===== src/rtl/sdram_bridge_pkg.sv =====
// rtl/sdram_bridge_pkg.sv - shared types and constants for the 32-to-16 bit SDRAM word bridge
package sdram_bridge_pkg;

  localparam int HALF_W = 16;
  localparam int WORD_W = 32;

  localparam logic LO_HALF = 1'b0;
  localparam logic HI_HALF = 1'b1;

  typedef enum logic [2:0] {
    IDLE,
    WR_LO,
    WR_HI,
    RD_LO,
    RD_HI,
    RD_WAIT,
    DONE
  } bridge_state_t;

endpackage


===== src/rtl/sdram_word_bridge.sv =====
// rtl/sdram_word_bridge.sv - splits 32-bit client word requests into pairs of 16-bit Avalon-MM transfers
module sdram_word_bridge
  import sdram_bridge_pkg::*;
#(
  parameter int ADDR_W = 23
) (
  input  logic              avm_clk,
  input  logic              avm_rst_n,
  input  logic [ADDR_W-1:0] sdram_addr,
  input  logic              sdram_read,
  input  logic              sdram_write,
  input  logic [31:0]       sdram_writedata,
  output logic [31:0]       sdram_readdata,
  output logic              sdram_finished,
  output logic [ADDR_W:0]   sdr_address,
  output logic              sdr_read,
  output logic              sdr_write,
  output logic [15:0]       sdr_writedata,
  input  logic [15:0]       sdr_readdata,
  input  logic              sdr_readdatavalid,
  input  logic              sdr_waitrequest
);

  bridge_state_t     state, state_n;
  logic [ADDR_W-1:0] addr_q, addr_n;
  logic [WORD_W-1:0] data_q, data_n;
  logic [1:0]        cnt_q, cnt_n;
  logic [HALF_W-1:0] lo_q, lo_n, hi_q, hi_n;
  logic              in_read;
  logic              beat;
  logic              half_sel;

  always_comb begin
    state_n = state;
    addr_n  = addr_q;
    data_n  = data_q;
    cnt_n   = cnt_q;
    lo_n    = lo_q;
    hi_n    = hi_q;

    // Beats are only meaningful while a read is in flight; the count saturates at two.
    in_read = (state == RD_LO) || (state == RD_HI) || (state == RD_WAIT);
    beat    = sdr_readdatavalid && in_read && (cnt_q != 2'd2);
    if (beat) begin
      if (cnt_q == 2'd0) begin
        lo_n = sdr_readdata;
      end else begin
        hi_n = sdr_readdata;
      end
      cnt_n = cnt_q + 2'd1;
    end

    case (state)
      IDLE: begin
        if (sdram_write) begin
          addr_n  = sdram_addr;
          data_n  = sdram_writedata;
          state_n = WR_LO;
        end else if (sdram_read) begin
          addr_n  = sdram_addr;
          cnt_n   = 2'd0;
          state_n = RD_LO;
        end
      end
      WR_LO:   if (!sdr_waitrequest) state_n = WR_HI;
      WR_HI:   if (!sdr_waitrequest) state_n = DONE;
      RD_LO:   if (!sdr_waitrequest) state_n = RD_HI;
      RD_HI:   if (!sdr_waitrequest) state_n = RD_WAIT;
      RD_WAIT: if (cnt_n == 2'd2) state_n = DONE;
      DONE:    state_n = IDLE;
      default: state_n = IDLE;
    endcase

    half_sel = ((state_n == WR_HI) || (state_n == RD_HI)) ? HI_HALF : LO_HALF;
  end

  // Outputs are registered from the next state so the bus view changes exactly on state entry.
  always_ff @(posedge avm_clk or negedge avm_rst_n) begin
    if (!avm_rst_n) begin
      state          <= IDLE;
      addr_q         <= '0;
      data_q         <= '0;
      cnt_q          <= 2'd0;
      lo_q           <= '0;
      hi_q           <= '0;
      sdram_readdata <= '0;
      sdram_finished <= 1'b0;
      sdr_address    <= '0;
      sdr_read       <= 1'b0;
      sdr_write      <= 1'b0;
      sdr_writedata  <= '0;
    end else begin
      state          <= state_n;
      addr_q         <= addr_n;
      data_q         <= data_n;
      cnt_q          <= cnt_n;
      lo_q           <= lo_n;
      hi_q           <= hi_n;
      sdram_finished <= (state_n == DONE);
      sdr_write      <= (state_n == WR_LO) || (state_n == WR_HI);
      sdr_read       <= (state_n == RD_LO) || (state_n == RD_HI);
      sdr_address    <= {addr_n, half_sel};
      sdr_writedata  <= (state_n == WR_HI) ? data_n[WORD_W-1:HALF_W] : data_n[HALF_W-1:0];
      if ((state == RD_WAIT) && (state_n == DONE)) begin
        sdram_readdata <= {hi_n, lo_n};
      end
    end
  end

endmodule


===== config.mk =====
export PLATFORM = sky130hd
export DESIGN_NAME = sdram_word_bridge
export DESIGN_NICKNAME = d
export VERILOG_FILES = /design/src/rtl/sdram_bridge_pkg.sv /design/src/rtl/sdram_word_bridge.sv
export SDC_FILE = /design/constraint.sdc
export NUM_CORES = 1
export LEC_CHECK = 0
export BUFFER_PORTS_ARGS = -buffer_cell sky130_fd_sc_hd__buf_2
export CAP_MARGIN = 20
export CORE_MARGIN = 3
export CORE_UTILIZATION = 51
export DETAILED_ROUTE_END_ITERATION = 8
export GPL_ROUTABILITY_DRIVEN = 0
export GPL_TIMING_DRIVEN = 0
export PLACE_DENSITY = 0.78
export SLEW_MARGIN = 20
export SYNTH_ARGS = -nofsm -noshare
export SYNTH_HDL_FRONTEND = slang
export SYNTH_SLANG_ARGS = --single-unit

===== constraint.sdc =====
create_clock -name avm_clk -period 2.95 [get_ports avm_clk]
set_input_delay 0.295 -clock avm_clk [delete_from_list [all_inputs] [get_ports avm_clk]]
set_output_delay 0.295 -clock avm_clk [all_outputs]
set_load 0.05 [all_outputs]

==> results.toml, run 1 <==
[outcome]
status = "complete, no violations"

[final_layout]
nets = 735
post-route-util_pct = 71.2
drive_gt1_share_pct = 42.0
antennaDiodeCount = 0
design_area_um2 = 7760
synthToLayoutAreaGrowth_pct = 35.6

[sta]
finClkSkew_ns = 0.00653
post-route-min-period_ns = 2.41
rsz0062_at_grt = "false"
period_share_pct = 81.8
worst_pin_slew_ns = 0.526
slew_headroom_pct = 65.0
finalHoldViolations = 0
drv_slew = 0
max_freq_mhz = 415
setup_viol = 0
fin_tns_setup_ns = 0
whs_ns = 0.0333

[synthesis]
synth-main-ff-cell = "dfrtp_1"
ys_warn_count = 0
synth_area_um2 = 5720
netlist_instances = 434
synthArstFlopShare_pct = 100
synth_seq_cells = 144
yosysMostFrequentCell = "dfrtp_1"
synth-edff-count = 0
synth_area_leaders = "dfrtp_1 63%, mux2_4 11%, mux2_2 9.3%, nand2_1 7.6%, o211ai_1 2.1%"
synth_fp_nets = 513
synthTopCellsByCount = "144 x dfrtp_1, 116 x nand2_1, 47 x mux2_2, 40 x mux2_4, 16 x o211ai_1"
avgSynthCellArea_um2 = 13.2
synth_top_cell_by_area = "dfrtp_1"
netlist.area_leader.share_pct = 63.0
yosysSeqAreaShare_pct = 63.0
ys_types = 33

[grt]
grt_overflow = 0
antenna_found_initial = 0
grt_max_degree = 105
track_usage_pct = 23.0
grt_pass1_vias = 4605
grt_pass1_wl_mm = 22.7

[placed_design]
postPlaceCellArea_um2 = 6690
io_buffers = 151
hpwlAfterDp_mm = 8.50

[min_path]
hp-class = "primary input to flip-flop"
min_from = "sdram_writedata[4]"

[route]
ant_nets = 0
drtPass1Iterations = 4
drc = 0
totalWireLength_mm = 13.6
wl_per_cell_um = 16.8
drtIter0Drc = 297
vias = 4199
routed_via_density = 5.19

[worst_setup_path]
crit_path_start_kind = "flip-flop"
critPathArrivalTime_ns = 2.80
r2r_start = "cnt_q[0]"
required_ns = 3.34
worstSetupEndpointType = "flip-flop"
path_max_fanout = 10
critical_path.startpoint = "cnt_q[0]"
critPathKind = "flip-flop to flip-flop"

[clock_network]
ctsResizeCount = 0
clk_path_buf_depth = 2
cts-hold-fix-buffers = 51
cts_tree = "yes"
worstSkewPairLatency_ns = 0.51
clk_pin_slew_worst_paths_ns = 0.06
h-tree-depth = 4
cts_made_buffers = 17
clock_sinks = 144
post-cts-setup-buffers = 0
clock-root-buffer = "clkbuf_8"

[floorplan]
core_um2 = 10900
die_width_um = 112
start_util_pct = 52.5
io_pins = 152
die_area_um2 = 12500
dieHeight_um = 112
rows = 38

[power]
leakage_nw = 4.00
p_total_mw = 9.37
irDropWorstVdd_mv = 0.809
p_per_area_nw_per_um2 = 1210

[flow_run]
maxCapViolations = 0
## per-layer routing
layer  track usage, %  up-vias  share of wire [%]
li1                 -     1901                  -
met1             27.6     2085                 40
met2             38.4      186                 51
met3             7.72       27                7.8
met4             8.92        0                2.1
met5                0        -                  0
## registers in the layout, indices dropped and copies added, names as in the netlist
| register | count |
|---|---|
| sdr_write | 1 |
| lo_q | 16 |
| sdr_address | 1 |
| sdram_finished | 1 |
| data_q | 32 |
| sdr_writedata | 16 |
| cnt_q | 2 |
| state | 3 |
| sdram_readdata | 32 |
| hi_q | 16 |
| sdr_read | 1 |
| addr_q | 23 |
## worst max-delay path: stages, from the launching register on
cell and delay (ns):
dfrtp_1 0.40, inv_1 0.12, ha_1 0.18, nand2b_1 0.19
a31o_2 0.20, and3_1 0.16, clkbuf_1 0.25, buf_2 0.40
mux2_2 0.39
## power breakdown
group	internal, mW	switching, mW	total, mW
combinational	1.41	2.72	4.13
sequential	2.87	0.385	3.26
clock	1.22	0.764	1.98
## placed cells by master (no fill, tap or decap), drive strengths merged, types with 2 or more instances in the layout
cell type	n
a21oi	7
nand3b	2
o21ai	3
nor3	2
ha	2
a211o	2
o211ai	16
nand2	116
nor2	5
dfrtp	144
dlygate4sd3	51
mux2	87
nand2b	3
buf	165
inv	6
clkbuf	40
## final timing paths
| kind | depth (start not counted) | slack [ns] | end |
|---|---|---|---|
| setup / recovery | 8 | 0.54 | sdram_readdata[2] |
| min in group asynchronous | 2 | 0.26 | sdram_readdata[31] |
| max in group asynchronous | 3 | 1.88 | data_q[31] |
| hold reg to reg | 2 | 0.47 | data_q[8] |
| hold / removal | 3 | 0.03 | data_q[4] |
| setup reg to reg | 8 | 0.54 | sdram_readdata[2] |
## layout make-up
| type | instances | area (µm²) |
|---|---|---|
| Buffer | 23 | 128 |
| Clock buffer | 30 | 543 |
| Clock inverter | 2 | 16.3 |
| Fill cell | 737 | 3130 |
| Inverter | 6 | 22.5 |
| Multi-Input combinational cell | 261 | 1970 |
| Sequential cell | 144 | 3600 |
| Tap cell | 140 | 175 |
| Timing Repair Buffer | 203 | 1300 |
## per-stage QoR
| stage | cells | worst slack, ns |
|---|---|---|
| final | 809 | 0.537 |
| after global routing | 809 | 0.371 |
| after CTS | 809 | 0.513 |
| after detailed placement | 726 | 0.531 |
| after global placement | 725 | -0.307 |
| after floorplan | 434 | 0.885 |
## kinds of logic after synthesis
| family | after synthesis | share of synthesized area [%] |
|---|---|---|
| AOI/OAI and AO/OA | 36 | 4.38 |
| and+or+nand+nor | 134 | 9.47 |
| muxes | 88 | 19.9 |
| DFF | 144 | 63.0 |
| adders and majority gates | 2 | 0.437 |
| xor gates and xnor gates | 1 | 0.153 |
| buffers and inverters | 29 | 2.63 |
Power figures use the tool's default switching activity.
==> run 2: changes to the inputs <==
- CORE_UTILIZATION: 51 -> 47
- PLACE_DENSITY: 0.78 -> 0.75
- clock period: 2.95 -> 2.1 ns (I/O delays scaled with it)
==> results.toml, run 2 (synthesized netlist as in run 1, its figures left out) <==
[outcome]
status = "complete, no violations"

[final_layout]
top_regs = "data_q x32, sdram_readdata x32, addr_q x23"
antennaDiodeCount = 0
register_area_um2 = 3600
design_area_um2 = 7510
drive_gt1_share_pct = 46.1
mostFrequentLayoutCells = "154 x buf_2, 144 x dfrtp_1, 116 x nand2_1"
final.fill_count = 914
synthToLayoutAreaGrowth_pct = 31.4
final_cells = 781
multiInputGateArea_um2 = 1990
nets = 705
final_common_cell = "buf_2"

[clock_network]
worstSkewPairLatency_ns = 0.41
clock_sinks = 144
cts_made_buffers = 17
clock-root-buffer = "clkbuf_16"
clk_pin_slew_worst_paths_ns = 0.06
h-tree-depth = 4
cts_tree = "yes"
clk_path_buf_depth = 2

[floorplan]
io_pins = 152
core_um2 = 11700
rows = 39
start_util_pct = 49.0
die_area_um2 = 13500
die_width_um = 116
dieHeight_um = 116

[grt]
grt_pass1_vias = 4244
antenna_found_initial = 0
track_usage_pct = 19.5
grt_overflow = 0
grt_pass1_wl_mm = 20.5
grt_max_degree = 82

[worst_setup_path]
path_buf_inv = 2
required_ns = 2.39
crit_path_start_kind = "flip-flop"
critPathArrivalTime_ns = 2.34
worstPathCellList = "nand3b_1, a211o_1, buf_6, buf_6, mux2_4, mux2_4"
worstSetupEndpointType = "flip-flop"
path_max_fanout = 10
cpLargestDelayFamily = "multiplexers"
max_stage_delay_ns = 0.47
crit_slowest_cell = "dfrtp_1"
critPathKind = "flip-flop to flip-flop"

[route]
drtPass1Iterations = 4
vias = 3932
routed_via_density = 5.03
drtIter0Drc = 196
wl_per_cell_um = 15.9
totalWireLength_mm = 12.4
ant_nets = 0
drc = 0

[power]
p_sw_share_pct = 41.1
p_per_area_nw_per_um2 = 1750
leakage_nw = 3.89
p_int_mw = 7.77
irDropWorstVdd_mv = 1.25
p_switching_mw = 5.41
p_comb_share_pct = 43.9
p_seq_share_pct = 34.6
p_total_mw = 13.2
p_clk_share_pct = 21.4

[sta]
whs_ns = 0.0195
drv_slew = 0
worst_pin_slew_ns = 0.602
setup_viol = 0
slew_headroom_pct = 59.9
finClkSkew_ns = 0.00599
finalHoldViolations = 0
period_share_pct = 97.5
max_freq_mhz = 488
post-route-min-period_ns = 2.05

[placed_design]
hpwlAfterDp_mm = 8.59
postPlaceCellArea_um2 = 6690
dp.cells = 729
io_buffers = 151

[min_path]
hp-class = "primary input to flip-flop"

[flow_run]
maxCapViolations = 0
[run 2: cell types whose count changed in the layout (fill, tap and decap cells not counted), moves of 3 or more]
cell and change:
buf_2 -5, buf_4 +3, buf_6 +3, clkbuf_1 -8
clkbuf_8 -5, clkinv_2 +5, dlygate4sd3_1 -32
[run 2: final timing paths]
| check | startpoint | end | slack [ns] | cells past startpoint |
|---|---|---|---|---|
| setup / recovery | state[2] | sdram_readdata[21] | 0.05 | 6 |
| hold / removal | sdram_writedata[3] | data_q[3] | 0.02 | 3 |
| setup reg to reg | state[2] | sdram_readdata[21] | 0.05 | 6 |
| hold reg to reg | data_q[0] | data_q[0] | 0.47 | 2 |
| max in group asynchronous | avm_rst_n | data_q[3] | 0.98 | 3 |
| min in group asynchronous | avm_rst_n | hi_q[0] | 0.38 | 2 |
[run 2: metrics by stage]
stage          worst slack [ns]  util, %  setup TNS [ns]
5_1_grt                 -0.0128     64.4         -0.0454
6_report                 0.0516     64.4               0
3_3_place_gp              -1.10     57.1         -162.62
4_1_cts                -0.00228     64.0        -0.00428
3_5_place_dp             -0.333     57.4           -8.49
2_1_floorplan            0.0352        -               0
[run 2: metal layers]
layer	routed length [µm]	vias up	share of wire (%)	track usage, %
met3	886	11	7.1	7.25
met1	5470	1932	44	25.1
li1	-	1844	-	-
met5	0	-	0	0
met2	5980	145	48	31.4
met4	110	0	0.88	5.26
[run 2: what timing repair did]
| action | in CTS | in global routing |
|---|---|---|
| resized for setup | 6 | 10 |
| hold buffers | 19 | 0 |
| hold endpoints to repair | 98 | 0 |
| endpoints found under the setup margin | 32 | 75 |
| setup buffers | 1 | 2 |
[run 2: power groups by stage]
stage,Sequential [mW],Clock (mW),Combinational (mW)
floorplan,6.63,0,2.28
global placement,4.52,0,5.56
detailed placement,4.59,0,5.71
CTS,4.57,2.89,5.78
global route,4.71,3.01,6.21
finish,4.56,2.82,5.79
[run 2: layout make-up]
class | instances | share of cell area (%)
Tap cell | 143 | 2.38
Clock buffer | 21 | 6.39
Sequential cell | 144 | 48.0
Buffer | 22 | 2.00
Timing Repair Buffer | 174 | 13.4
Inverter | 6 | 0.300
Clock inverter | 10 | 1.15
Multi-Input combinational cell | 261 | 26.4
[run 2: worst register-to-register path, stage by stage, from the launching register on]
cell      delay (ns)
dfrtp_1         0.47
nand3b_1        0.27
a211o_1         0.31
buf_6           0.15
buf_6           0.16
mux2_4          0.32
mux2_4          0.26
